`config.mk`:
```
export PLATFORM = sky130hd
export DESIGN_NAME = seq_dot_product_ctrl_flat
export DESIGN_NICKNAME = d
export VERILOG_FILES = /design/src/rtl/dot_product_pkg.sv /design/src/rtl/seq_dot_product_ctrl_if.sv /design/src/rtl/dp_accumulator.sv /design/src/rtl/seq_dot_product_ctrl.sv /design/src/flat_wrapper.sv
export SDC_FILE = /design/constraint.sdc
export NUM_CORES = 1
export LEC_CHECK = 0
export ABC_CLOCK_PERIOD_IN_PS = 1950
export CORE_MARGIN = 5
export CORE_UTILIZATION = 35
export DETAILED_ROUTE_END_ITERATION = 12
export GPL_TIMING_DRIVEN = 0
export HOLD_SLACK_MARGIN = 0.1
export PLACE_DENSITY = 0.67
export SLEW_MARGIN = 30
export SYNTH_ARGS = -nofsm -noshare
export SYNTH_HDL_FRONTEND = slang
export SYNTH_HIERARCHICAL = 1
export SYNTH_SLANG_ARGS = --single-unit
```
`constraint.sdc`:
```
create_clock -name clk -period 1.95 [get_ports clk]
set_input_delay 0.39 -clock clk [delete_from_list [all_inputs] [get_ports clk]]
set_output_delay 0.39 -clock clk [all_outputs]
set_load 0.005 [all_outputs]
```
`src/rtl/dot_product_pkg.sv`:
```
// Shared FSM encoding and width helpers for the sequential dot-product controller.
package dot_product_pkg;

  typedef enum logic [1:0] {
    ST_IDLE  = 2'd0,
    ST_START = 2'd1,
    ST_WAIT  = 2'd2,
    ST_OUT   = 2'd3
  } state_e;

  // Accumulator width: full product width plus enough headroom for LEN additions.
  function automatic int acc_width(input int width, input int len);
    return 2 * width + ((len > 1) ? $clog2(len) : 0);
  endfunction

  // Pair counter width: must be able to hold the value LEN.
  function automatic int cnt_width(input int len);
    return (len > 1) ? $clog2(len + 1) : 1;
  endfunction

endpackage

```
`src/rtl/seq_dot_product_ctrl_if.sv`:
```
// Bundles the operand, multiplier and result handshakes of the dot-product controller.
interface seq_dot_product_ctrl_if
  import dot_product_pkg::*;
#(
  parameter int WIDTH = 8,
  parameter int LEN   = 4
);
  localparam int ACC_W = acc_width(WIDTH, LEN);

  logic [WIDTH-1:0]   in_a;
  logic [WIDTH-1:0]   in_b;
  logic               in_valid;
  logic               in_ready;
  logic [WIDTH-1:0]   mul_a;
  logic [WIDTH-1:0]   mul_b;
  logic               mul_start;
  logic [2*WIDTH-1:0] mul_out;
  logic               mul_ready;
  logic [ACC_W-1:0]   out_sum;
  logic               out_valid;
  logic               out_ready;

  // Controller side.
  modport slave (
    input  in_a, in_b, in_valid, mul_out, mul_ready, out_ready,
    output in_ready, mul_a, mul_b, mul_start, out_sum, out_valid
  );

  // Environment side: operand source, external multiplier and result sink.
  modport master (
    output in_a, in_b, in_valid, mul_out, mul_ready, out_ready,
    input  in_ready, mul_a, mul_b, mul_start, out_sum, out_valid
  );

endinterface

```
`src/rtl/dp_accumulator.sv`:
```
// Running sum of products plus a count of products accumulated so far.
module dp_accumulator #(
  parameter int PROD_W = 16,
  parameter int ACC_W  = 18,
  parameter int LEN    = 4,
  parameter int CNT_W  = 3
) (
  input  logic              clk,
  input  logic              rst,
  input  logic              clr,
  input  logic              add,
  input  logic [PROD_W-1:0] addend,
  output logic [ACC_W-1:0]  acc,
  output logic              last
);

  logic [ACC_W-1:0] acc_q, acc_d;
  logic [CNT_W-1:0] count_q, count_d;

  // Next-value logic: clear wins over add; add zero-extends the product.
  always_comb begin
    acc_d   = acc_q;
    count_d = count_q;
    if (clr) begin
      acc_d   = '0;
      count_d = '0;
    end else if (add) begin
      acc_d   = acc_q + ACC_W'(addend);
      count_d = count_q + CNT_W'(1);
    end
  end

  // Accumulator and count registers.
  always_ff @(posedge clk) begin
    if (rst) begin
      acc_q   <= '0;
      count_q <= '0;
    end else begin
      acc_q   <= acc_d;
      count_q <= count_d;
    end
  end

  assign acc  = acc_q;
  // The product being added now is the final one of the dot product.
  assign last = (count_q == CNT_W'(LEN - 1));

endmodule

```
`src/rtl/seq_dot_product_ctrl.sv`:
```
// Sequences operand pairs through an external multiplier and accumulates the products.
//
// state    | meaning
// ---------+-------------------------------------------------------------
// ST_IDLE  | ready for an operand pair; latches it into mul_a/mul_b
// ST_START | one-cycle mul_start pulse to the multiplier
// ST_WAIT  | operands held; waits for mul_ready, then accumulates
// ST_OUT   | result presented; held until out_ready
module seq_dot_product_ctrl
  import dot_product_pkg::*;
#(
  parameter int WIDTH = 8,
  parameter int LEN   = 4
) (
  input logic                  clk,
  input logic                  rst,
  seq_dot_product_ctrl_if.slave bus
);

  localparam int ACC_W = acc_width(WIDTH, LEN);
  localparam int CNT_W = cnt_width(LEN);

  state_e           state_q, state_d;
  logic [WIDTH-1:0] mul_a_q, mul_a_d;
  logic [WIDTH-1:0] mul_b_q, mul_b_d;
  logic             acc_add;
  logic             acc_clr;
  logic             acc_last;
  logic [ACC_W-1:0] acc;

  dp_accumulator #(
    .PROD_W (2 * WIDTH),
    .ACC_W  (ACC_W),
    .LEN    (LEN),
    .CNT_W  (CNT_W)
  ) u_acc (
    .clk    (clk),
    .rst    (rst),
    .clr    (acc_clr),
    .add    (acc_add),
    .addend (bus.mul_out),
    .acc    (acc),
    .last   (acc_last)
  );

  // Next-state, operand capture and accumulator controls. mul_ready is only
  // looked at in ST_WAIT: the multiplier leaves it high between operations.
  always_comb begin
    state_d = state_q;
    mul_a_d = mul_a_q;
    mul_b_d = mul_b_q;
    acc_add = 1'b0;
    acc_clr = 1'b0;
    case (state_q)
      ST_IDLE: begin
        if (bus.in_valid) begin
          mul_a_d = bus.in_a;
          mul_b_d = bus.in_b;
          state_d = ST_START;
        end
      end
      ST_START: state_d = ST_WAIT;
      ST_WAIT: begin
        if (bus.mul_ready) begin
          acc_add = 1'b1;
          state_d = acc_last ? ST_OUT : ST_IDLE;
        end
      end
      ST_OUT: begin
        if (bus.out_ready) begin
          acc_clr = 1'b1;
          state_d = ST_IDLE;
        end
      end
      default: state_d = ST_IDLE;
    endcase
  end

  // State and operand registers.
  always_ff @(posedge clk) begin
    if (rst) begin
      state_q <= ST_IDLE;
      mul_a_q <= '0;
      mul_b_q <= '0;
    end else begin
      state_q <= state_d;
      mul_a_q <= mul_a_d;
      mul_b_q <= mul_b_d;
    end
  end

  // Handshake outputs decode from state only, so no input reaches them combinationally.
  assign bus.in_ready  = (state_q == ST_IDLE);
  assign bus.mul_start = (state_q == ST_START);
  assign bus.out_valid = (state_q == ST_OUT);
  assign bus.out_sum   = acc;
  assign bus.mul_a     = mul_a_q;
  assign bus.mul_b     = mul_b_q;

endmodule

```
`src/flat_wrapper.sv`:
```
// flat-port wrapper written by rule: the top's interface ports become plain ports
module seq_dot_product_ctrl_flat import dot_product_pkg::*;
#(
  parameter int WIDTH = 8,
  parameter int LEN   = 4
)
  (clk, rst, bus_in_a, bus_in_b, bus_in_valid, bus_mul_out, bus_mul_ready, bus_out_ready, bus_in_ready, bus_mul_a, bus_mul_b, bus_mul_start, bus_out_sum, bus_out_valid);
  seq_dot_product_ctrl_if #(.WIDTH(WIDTH), .LEN(LEN)) bus_i ();
  input logic clk;
  input logic rst;
  input wire logic [$bits(bus_i.in_a)-1:0] bus_in_a;
  input wire logic [$bits(bus_i.in_b)-1:0] bus_in_b;
  input wire logic [$bits(bus_i.in_valid)-1:0] bus_in_valid;
  input wire logic [$bits(bus_i.mul_out)-1:0] bus_mul_out;
  input wire logic [$bits(bus_i.mul_ready)-1:0] bus_mul_ready;
  input wire logic [$bits(bus_i.out_ready)-1:0] bus_out_ready;
  output wire logic [$bits(bus_i.in_ready)-1:0] bus_in_ready;
  output wire logic [$bits(bus_i.mul_a)-1:0] bus_mul_a;
  output wire logic [$bits(bus_i.mul_b)-1:0] bus_mul_b;
  output wire logic [$bits(bus_i.mul_start)-1:0] bus_mul_start;
  output wire logic [$bits(bus_i.out_sum)-1:0] bus_out_sum;
  output wire logic [$bits(bus_i.out_valid)-1:0] bus_out_valid;
  assign bus_i.in_a = bus_in_a;
  assign bus_i.in_b = bus_in_b;
  assign bus_i.in_valid = bus_in_valid;
  assign bus_i.mul_out = bus_mul_out;
  assign bus_i.mul_ready = bus_mul_ready;
  assign bus_i.out_ready = bus_out_ready;
  assign bus_in_ready = bus_i.in_ready;
  assign bus_mul_a = bus_i.mul_a;
  assign bus_mul_b = bus_i.mul_b;
  assign bus_mul_start = bus_i.mul_start;
  assign bus_out_sum = bus_i.out_sum;
  assign bus_out_valid = bus_i.out_valid;
  seq_dot_product_ctrl #(.WIDTH(WIDTH), .LEN(LEN)) u_core (.clk(clk), .rst(rst), .bus(bus_i));
endmodule
```
==> flow_summary_export.csv <==
group,metric,value,unit
clock_network,root_buffer,"clkbuf_8",
min_path,hold_path_depth,2,
sta,hold_violations,0,
routing,routed_via_density,5.368,
clock_network,cts_buffers,5,
critical_path,critical_path.max_fanout,6,
floorplan,fp.dieW,92.78,um
floorplan,core_area,6719,um^2
placed_design,io_buffers,73,
synthesis,syn-num-nets,333,
global_route,antenna_found_initial,0,
clock_network,clk_latency,0.29,ns
outcome,status,"finished clean",
cells_and_area,design_area,3742,um^2
synthesis,netlist_area,2399,um^2
cells_and_area,areaGrowthSynthToFinish,56.03,%
synthesis,yosysSeqAreaShare,0.3255,
synthesis,synth_warnings,6,
synthesis,async_flop_share,0,
global_route,grt_max_degree,12,
pwr,p_sw_frac,0.2737,
synthesis,synth-seq-cells,39,
synthesis,avgSynthCellArea,8.659,um^2
job,cap_violations,0,
pwr,p_switching,516.6,uW
sta,hold_slack,0.4719,ns
cells_and_area,drive_gt1_frac,0.2213,
routing,first_pass_iters,4,
global_route,track_usage,0.1596,
clock_network,cts_tree,"yes",
sta,relSlewSlack,0.7085,
global_route,grt_pass1_vias,2322,
sta,setup_tns,0,ns
global_route,grt_overflow,0,
sta,rsz0062_at_grt,"yes",
cells_and_area,final_nets,422,
pwr,p_int,1371,uW
critical_path,r2r-start,"u_core/u_acc/acc[7]",
critical_path,cp_cell_sequence,"ha_4 > a21o_4 > a2111oi_4 > buf_4 > a211oi_4 > o31a_1 > o211ai_1",
critical_path,critical_path.reg2reg.endpoint,"u_core/u_acc/acc[14]",
min_path,worstHoldStart,"u_core/u_acc/acc[17]",
critical_path,crit_family,"compound AO/OA/AOI/OAI gates",
routing,drc,0,
clock_network,clk_pin_slew,0.08,ns
sta,tightest_slew,0.4372,ns
pwr,clkPwrFrac,0.300,
synthesis,syn_inst,277,
synthesis,synth_top_area_frac,0.3255,
synthesis,synth_cell_type_count,52,
pwr,p_leak,0.001438,uW
placed_design,place_hpwl,4.972,mm
routing,drtAntennaViolNets,0,
synthesis,synthTopCellsByArea,"dfxtp_1 33%, ha_1 9.4%, mux2i_1 8.8%, nor2_1 4.9%, a21oi_1 3.5%",
sta,setup_viol,0,
routing,vias,2394,
cells_and_area,diodes,0,
floorplan,dieArea,8608,um^2
pwr,power_density,504.3,nW/um^2
pwr,power.share.sequential,0.454,
critical_path,cp-start-kind,"flip-flop",
critical_path,reg2regPathDepth,7,
placed_design,dpl_cell_area,3237,um^2
critical_path,max_stage_delay,0.36,ns
floorplan,ios,74,
sta,maxSlewViolCount,0,
sta,fin_crit,1.947,ns
clock_network,htreeDepth,2,
global_route,grt_pass1_wl,11.21,mm
routing,post_drt_wl_per_cell,15.85,um
sta,finalCritPeriodShare,0.9986,
sta,fmax,513.5,MHz
synthesis,synth_edf_count,0,
critical_path,crit_type,"reg -> reg",
routing,drtIter0Drc,68,
floorplan,num_rows,30,
min_path,hold_path_end,"u_core/u_acc/acc[17]",
floorplan,initial_core_util,0.3570,
critical_path,crit_arrival,2.17,ns
critical_path,endpoint_kind,"flip-flop",
pwr,ir_worst_vdd,238.0,uV
critical_path,crit_slowest_cell,"dfxtp_4",
critical_path,required,2.17,ns
clock_network,cts_buffer_depth,2,
placed_design,gp_congestion,0.8406,
synthesis,synth_ff_type,"dfxtp_1",
pwr,total_power,1887,uW
sta,clock_skew,0.009040,ns
clock_network,clock-sinks,39,
pwr,comb_power_share,0.245,
critical_path,r2r_slack,0.003,ns
synthesis,synth_top_area_cell,"dfxtp_1",
floorplan,fp.dieH,92.78,um
critical_path,crit_buf_inv,1,
routing,routed_wl,7.071,mm
min_path,hold_path.class,"reg -> reg",
-- how the worst max path moves through the flow --
| stage | cells past startpoint | from | slack, ns | to |
|---|---|---|---|---|
| after floorplan | 8 | bus_mul_out[0] | 0.01 | u_core/u_acc/acc[14] |
| after global routing | 7 | u_core/u_acc/acc[7] | -0.04 | u_core/u_acc/acc[14] |
| after global placement | 9 | bus_mul_out[0] | -0.68 | u_core/u_acc/acc[14] |
| after CTS | 7 | bus_mul_out[9] | -0.0008 | u_core/u_acc/acc[15] |
| after detailed placement | 9 | bus_mul_out[0] | -0.73 | u_core/u_acc/acc[12] |
| final | 7 | u_core/u_acc/acc[7] | 0.003 | u_core/u_acc/acc[14] |
-- cell usage after synthesis (all sizes together), types with 4 or more instances --
master and instances:
inv 10, o211ai 6, nor2 31, a21oi 17, nand3 16, a21o 7
o21a 6, nand3b 5, or3 4, o21ai 8, dfxtp 39, nor3 10
ha 18, a211oi 6, mux2i 21, nand2 16, clkbuf 9, a31oi 4
-- cells by family (layout without fill, tap and decap cells) --
| logic type | after synthesis | after routing | synth area share |
|---|---|---|---|
| AND/OR/NAND/NOR | 102 | 102 | 0.2149 |
| adder cells (fa/ha/maj) | 19 | 19 | 0.1022 |
| flip-flops | 39 | 39 | 0.3255 |
| AO/OA/AOI/OAI | 69 | 69 | 0.2087 |
| multiplexers | 21 | 21 | 0.08764 |
| XOR/XNOR | 4 | 4 | 0.01461 |
| buffers and inverters | 23 | 112 | 0.04642 |
-- placed cells by master (no fill, tap or decap), drive strengths merged, types with 4 or more instances in the layout --
master / count
nand2: 16
a31oi: 4
a21oi: 17
a21o: 7
o21ai: 8
o21a: 6
a211oi: 6
nand3b: 5
mux2i: 21
clkdlybuf4s50: 63
nand3: 16
ha: 18
dlygate4sd2: 6
or3: 4
nor2: 31
buf: 15
clkbuf: 12
inv: 10
nor3: 10
o211ai: 6
dfxtp: 39
-- flip-flops by register name, summed over array words and instances (netlist names) --
signal / cells
u_core/state_q: 2
u_core/bus.mul_b: 8
u_core/u_acc/acc: 18
u_core/bus.mul_a: 8
u_core/u_acc/count_q: 3
-- power groups by stage --
stage / combinational (uW) / clock (uW) / sequential [uW]
final: 463 / 567 / 858
after global routing: 501 / 621 / 863
after CTS: 431 / 588 / 857
after detailed placement: 395 / 0 / 874
after global placement: 392 / 0 / 872
after floorplan: 203 / 0 / 874
-- routing by layer --
| layer | vias up | share of wire | track usage |
|---|---|---|---|
| met4 | 0 | 0.013 | 0.04640 |
| met2 | 72 | 0.49 | 0.2705 |
| met3 | 11 | 0.066 | 0.04305 |
| li1 | 1190 | - | - |
| met1 | 1121 | 0.43 | 0.1975 |
| met5 | - | 0 | 0 |
-- worst min-delay path: stages (launching register included) --
cell and delay [ns]:
dfxtp_1 0.32, nand2_1 0.05, mux2i_1 0.05
-- metrics by stage --
stage                       util  setup WS, ns  instances
after detailed placement  0.4818       -0.7317        430
after floorplan                -       0.01002        277
after global routing      0.5570      -0.03940        446
after global placement    0.4818       -0.6817        430
after CTS                 0.5292    -0.0008074        442
final                     0.5570      0.002725        446
-- layout make-up --
class                      count  area (um^2)
tap                           80        100.1
fill                         611         2977
multi-input combinational    215         1841
sequential                    39        789.5
timing repair buffer          85        818.3
buffer                         9        63.81
clock inverter                 1        5.005
inverter                      11        42.54
clock buffer                   6        82.58
-- timing repair --
action / in CTS / in global routing
endpoints found under the setup margin: 19 / 10
pin swaps: 17 / 17
setup buffers: 7 / 5
gates resized for setup: 44 / 30
hold endpoints to repair: 0 / 0
hold buffers: 0 / 0
Power figures use the tool's default switching activity.
